===== src/rtl/tug_pkg.sv =====
// Shared types for the tug-of-war score keeper: FSM states and the seven-segment lookup.
package tug_pkg;

  typedef enum logic [1:0] {
    PLAY    = 2'd0,
    HOLD    = 2'd1,
    RESTART = 2'd2,
    DONE    = 2'd3
  } state_e;

  // Active-low segments, bit 6 = g down to bit 0 = a; indexed by digit 0..7.
  localparam logic [6:0] SEG7_LUT [8] = '{
    7'b1000000, 7'b1111001, 7'b0100100, 7'b0110000,
    7'b0011001, 7'b0010010, 7'b0000010, 7'b1111000
  };

endpackage


===== src/rtl/score_keeper_if.sv =====
// Round-result inputs and score/display outputs of the score keeper.
interface score_keeper_if;
  logic       win_l;
  logic       win_r;
  logic [2:0] score_l;
  logic [2:0] score_r;
  logic       round_reset;
  logic       match_over;
  logic [6:0] hex_l;
  logic [6:0] hex_r;

  modport master (
    output win_l, win_r,
    input  score_l, score_r, round_reset, match_over, hex_l, hex_r
  );

  modport slave (
    input  win_l, win_r,
    output score_l, score_r, round_reset, match_over, hex_l, hex_r
  );
endinterface


===== src/rtl/seg7_digit.sv =====
// Combinational 3-bit digit to active-low seven-segment pattern.
module seg7_digit
  import tug_pkg::*;
(
  input  logic [2:0] digit_i,
  output logic [6:0] seg_o
);

  assign seg_o = SEG7_LUT[digit_i];

endmodule


===== src/rtl/score_keeper.sv =====
// Counts round wins, holds each result for HOLD_CYCLES, then pulses round_reset or ends the match.
// All status outputs are registers; displays are decoded from the registered scores.
module score_keeper
  import tug_pkg::*;
#(
  parameter int WIN_ROUNDS  = 7,
  parameter int HOLD_CYCLES = 4
) (
  input  logic           clk,
  input  logic           reset,
  score_keeper_if.slave  bus
);

  localparam int            CW        = $clog2(HOLD_CYCLES + 1);
  localparam logic [2:0]    WIN_Q     = 3'(WIN_ROUNDS);
  localparam logic [CW-1:0] HOLD_LAST = CW'(HOLD_CYCLES - 1);
  localparam logic [CW-1:0] CNT_ONE   = CW'(1);

  state_e        state_q;
  logic [2:0]    score_l_q, score_r_q;
  logic [2:0]    score_l_d, score_r_d;
  logic [CW-1:0] cnt_q;
  logic          round_reset_q;
  logic          match_over_q;
  logic          round_won;

  // Saturating increments: a score never passes WIN_ROUNDS.
  assign score_l_d = (score_l_q == WIN_Q) ? score_l_q : score_l_q + 3'd1;
  assign score_r_d = (score_r_q == WIN_Q) ? score_r_q : score_r_q + 3'd1;
  assign round_won = (score_l_q == WIN_Q) || (score_r_q == WIN_Q);

  always_ff @(posedge clk) begin
    if (reset) begin
      state_q       <= PLAY;
      score_l_q     <= 3'd0;
      score_r_q     <= 3'd0;
      cnt_q         <= '0;
      round_reset_q <= 1'b0;
      match_over_q  <= 1'b0;
    end else begin
      round_reset_q <= 1'b0;
      case (state_q)
        PLAY: begin
          // A simultaneous win on both sides is a tie and is discarded.
          if (bus.win_l ^ bus.win_r) begin
            if (bus.win_l) score_l_q <= score_l_d;
            else           score_r_q <= score_r_d;
            cnt_q   <= '0;
            state_q <= HOLD;
          end
        end
        HOLD: begin
          cnt_q <= cnt_q + CNT_ONE;
          if (cnt_q == HOLD_LAST) begin
            if (round_won) begin
              state_q      <= DONE;
              match_over_q <= 1'b1;
            end else begin
              state_q       <= RESTART;
              round_reset_q <= 1'b1;
            end
          end
        end
        RESTART: state_q <= PLAY;
        DONE:    state_q <= DONE;
        default: state_q <= PLAY;
      endcase
    end
  end

  assign bus.score_l     = score_l_q;
  assign bus.score_r     = score_r_q;
  assign bus.round_reset = round_reset_q;
  assign bus.match_over  = match_over_q;

  seg7_digit u_seg_l (.digit_i(score_l_q), .seg_o(bus.hex_l));
  seg7_digit u_seg_r (.digit_i(score_r_q), .seg_o(bus.hex_r));

endmodule


===== src/flat_wrapper.sv =====
// flat-port wrapper written by rule: the top's interface ports become plain ports
module score_keeper_flat import tug_pkg::*;
#(
  parameter int WIN_ROUNDS  = 7,
  parameter int HOLD_CYCLES = 4
)
  (clk, reset, bus_win_l, bus_win_r, bus_score_l, bus_score_r, bus_round_reset, bus_match_over, bus_hex_l, bus_hex_r);
  score_keeper_if bus_i ();
  input  logic clk;
  input  logic reset;
  input wire logic [$bits(bus_i.win_l)-1:0] bus_win_l;
  input wire logic [$bits(bus_i.win_r)-1:0] bus_win_r;
  output wire logic [$bits(bus_i.score_l)-1:0] bus_score_l;
  output wire logic [$bits(bus_i.score_r)-1:0] bus_score_r;
  output wire logic [$bits(bus_i.round_reset)-1:0] bus_round_reset;
  output wire logic [$bits(bus_i.match_over)-1:0] bus_match_over;
  output wire logic [$bits(bus_i.hex_l)-1:0] bus_hex_l;
  output wire logic [$bits(bus_i.hex_r)-1:0] bus_hex_r;
  assign bus_i.win_l = bus_win_l;
  assign bus_i.win_r = bus_win_r;
  assign bus_score_l = bus_i.score_l;
  assign bus_score_r = bus_i.score_r;
  assign bus_round_reset = bus_i.round_reset;
  assign bus_match_over = bus_i.match_over;
  assign bus_hex_l = bus_i.hex_l;
  assign bus_hex_r = bus_i.hex_r;
  score_keeper #(.WIN_ROUNDS(WIN_ROUNDS), .HOLD_CYCLES(HOLD_CYCLES)) u_core (.clk(clk), .reset(reset), .bus(bus_i));
endmodule

===== config.mk =====
export PLATFORM = sky130hd
export DESIGN_NAME = score_keeper_flat
export DESIGN_NICKNAME = d
export VERILOG_FILES = /design/src/rtl/tug_pkg.sv /design/src/rtl/score_keeper_if.sv /design/src/rtl/seg7_digit.sv /design/src/rtl/score_keeper.sv /design/src/flat_wrapper.sv
export SDC_FILE = /design/constraint.sdc
export NUM_CORES = 1
export LEC_CHECK = 0
export ABC_AREA = 1
export BUFFER_PORTS_ARGS = -buffer_cell sky130_fd_sc_hd__clkbuf_2
export CORE_AREA = 2 2 47 49
export CTS_CLUSTER_DIAMETER = 60
export CTS_CLUSTER_SIZE = 20
export DETAILED_ROUTE_END_ITERATION = 7
export DIE_AREA = 0 0 49 51
export GPL_ROUTABILITY_DRIVEN = 0
export PLACE_DENSITY = 0.71
export SLEW_MARGIN = 10
export SYNTH_ARGS = -nofsm -noshare
export SYNTH_HDL_FRONTEND = slang
export SYNTH_SLANG_ARGS = --single-unit

===== constraint.sdc =====
create_clock -name clk -period 1.28 [get_ports clk]
set_clock_uncertainty 0.15 [all_clocks]
set_input_delay 0.064 -clock clk [delete_from_list [all_inputs] [get_ports clk]]
set_output_delay 0.064 -clock clk [all_outputs]
set_load 0.005 [all_outputs]

==> results.md <==
* Post-layout total power at between 1 and 1.5 mW
* Worst EP required at ~1.3 ns
* Number of port buffers at 25
* Critical path type: flip-flop to flip-flop
* Yosys top cell by area: dfxtp_1
* Post-synthesis cell type count at 17
* GRT Total Usage at 0.183
* FFs w/ async S/R, synth at 0
* DPL Wire Length at 1490 um
* Unrepaired setup endpoints after global routing: true
* Hold Fails Final Rpt at 0
* Post-route antenna net violation count at 0
* Die ar. at 0.00250 mm^2
* Final setup fails at 23
* DR DRC count at 0
* Routed WL at 2320 um
* Fill cell count at 158
* Tcrit/Tclk final at 1.18
* Core Area at 0.00206 mm^2
* Outcome: complete, but fails checks
* Root Driver: clkbuf_4
* VDD IR-drop max at 0.650 mV
* Ports at 26
* WL/cell at 12.1 um
* Fmax at 665 MHz
* CP peak stage delay at between 0.3 and 0.4 ns
* Starting DRT DRC Count at 4
* Height of the die at slightly above 50 um
* Yosys reg bits at 13
* Final instance area at between 0.001 and 0.0015 mm^2
* Vias at 919
* Fraction of layout cells with a size suffix above 1 at 0.598
* Largest net degree at the start of global routing at 10
* Compound-Gate Fraction of Synth Area at 0.109
* Critical Path Source Type: flip-flop
* Largest fanout on the critical path at 4
* Clock sinks at 13
* Synth top area cells: dfxtp_1 (31%), ha_1 (21%), nand2_1 (9.7%), inv_1 (8.9%), nor2_1 (8.9%)
* Antenna Cells at 0
* Static Leakage at 0.658 nW
* Final core occ at 0.688
* CTS tree: built
* Initial Util at 0.411
* Simple-Gate Fraction of Synth Area at 0.273
* Worst min path class: input port to flip-flop
* Crit path max-delay cell type: dfxtp_4
* Pwr Density at about 830 mW/mm^2
* Final worst setup slack at -0.225 ns
* Setup TNS at -3.12 ns
* Grt ovf at 0
* Crit path capture type: flip-flop
* Max-slew headroom at 0.800
* Worst-path cell chain: buf_6 > ha_4 > ha_4 > nor2_4 > nand2_2 > o21ai_2 > nor2_1
* Synth Net Count at 140
* First-pass iteration count of the detailed router at 4
* Clock buffer depth at 2
* Post-synth top area share at 0.307
* Max_cap viols at 0
* Yosys warning total at 0
* Most frequent cells after synthesis: nand2_1 (22), inv_1 (20), nor2_1 (20)
* Synth Area in Adders at 0.207
* Min cycle time layout at 1.50 ns
* Mux cell area share after synthesis at 0
* R2R setup slack at -0.22 ns
* Synthesized instance count at 122
* Failing checks: setup timing
* Most Frequent Cell on Critical Path: ha_4
* Top-count cell post-synth: nand2_1
* Worst-margin pin slew at 0.300 ns
* Site row count at 17
* Fin. max-slew vios at 0
* Sequential cell area fraction in the yosys report at 0.307
* Antenna violations before repair at 0
* Clock slew at reported path FFs at 0.08 ns
* Largest family of logic cells by synthesized area: simple AND/OR/NAND/NOR gates
* P&R area growth vs syn at 67.5%
* Chip width at 49 um
* Vias in the first global route at 859
* H-tree depth at 1
* First-pass GRT wire length at 3530 um
* Area after DPL at 0.00114 mm^2
* Vias/cell at 4.79
* Total Nets Final at 183
* Total CTS buffers at 3
* Clk_lat worst skew at roughly 0.28 ns
* Worst path arrival time at 1.53 ns
* XOR/XNOR Fraction of Synth Area at 0
* Mapped cell area at 847 um^2
* Avg Inst Size Synth at 6.94 um^2
* Post-synth EDFFs at 0
* Primary FF master, synth: dfxtp_1
==> path summary, 6_finish.rpt <==
check                         from                    end  cells past startpoint
min                      bus_win_l  u_core.bus.score_l[2]                      4
max reg2reg  u_core.bus.score_r[0]  u_core.bus.score_r[2]                      7
max          u_core.bus.score_r[0]  u_core.bus.score_r[2]                      7
min reg2reg  u_core.bus.match_over  u_core.bus.match_over                      2
==> worst max-delay path: cells and delay by family (launching register included) <==
family	cells	cell delay [ns]
DFF	1	0.37
buffers and inverters	1	0.12
and+or+nand+nor	3	0.24
AOI/OAI and AO/OA	1	0.18
adders and majority gates	2	0.34
==> registers in the layout, indices dropped and copies added, names as in the netlist <==
signal                  count
u_core.bus.round_reset      1
u_core.bus.score_l          3
u_core.state_q              2
u_core.bus.match_over       1
u_core.cnt_q                3
u_core.bus.score_r          3
==> power breakdown <==
group | switching, mW | internal [mW] | total (mW)
sequential | 0.0352 | 0.432 | 0.467
clock | 0.136 | 0.121 | 0.257
combinational | 0.237 | 0.216 | 0.453
==> cells in the final DEF, fill, tap and decap left out, types with 3 or more instances in the layout <==
cell      instances
clkbuf_2         20
nor2_1           18
nand2_1          14
ha_4             11
inv_1            10
nand2_2           9
o21ai_2           9
inv_2             7
buf_4             7
buf_6             6
o21ai_1           5
buf_2             5
dfxtp_1           5
inv_4             4
nand3_1           4
dfxtp_4           4
dfxtp_2           4
a21oi_1           3
clkbuf_4          3
==> stage by stage <==
step	instances	hold slack, ns	worst slack (ns)
after floorplan	122	0.142	-0.0000311
after global placement	183	0.199	-0.0360
after detailed placement	183	0.213	-0.0472
after CTS	192	0.0272	-0.168
after global routing	192	0.0956	-0.273
final	192	0.0566	-0.225
==> layout make-up <==
class                           count  area [um^2]  share of cell area
Tap cell                           28         35.0              0.0247
Clock buffer                        4         26.3              0.0185
Multi-Input combinational cell     86          724               0.511
Inverter                           22         97.6              0.0688
Timing Repair Buffer               39          255               0.180
Sequential cell                    13          280               0.198
==> metal layers <==
metal | part of all wire | GRT usage | wire [um] | vias to the layer above
li1 | - | - | - | 471
met1 | 0.38 | 0.191 | 872 | 425
met2 | 0.57 | 0.354 | 1330 | 19
met3 | 0.040 | 0.0526 | 92 | 4
met4 | 0.013 | 0.0571 | 30 | 0
met5 | 0 | 0 | 0 | -
==> kinds of logic (layout without fill, tap and decap cells) <==
| family | Yosys count | count (layout) |
|---|---|---|
| AO/OA/AOI/OAI | 18 | 18 |
| adder cells (fa/ha/maj) | 14 | 14 |
| AND/OR/NAND/NOR | 54 | 54 |
| flip-flops | 13 | 13 |
| buffers and inverters | 23 | 65 |
==> timing repair <==
item                       in CTS  in global routing
hold buffers                    1                  0
hold endpoints to repair        6                  0
gates resized for setup        38                 35
setup buffers                   4                  0
setup endpoints to repair      22                 25
pin swaps                      14                 12
Power figures use the tool's default switching activity.
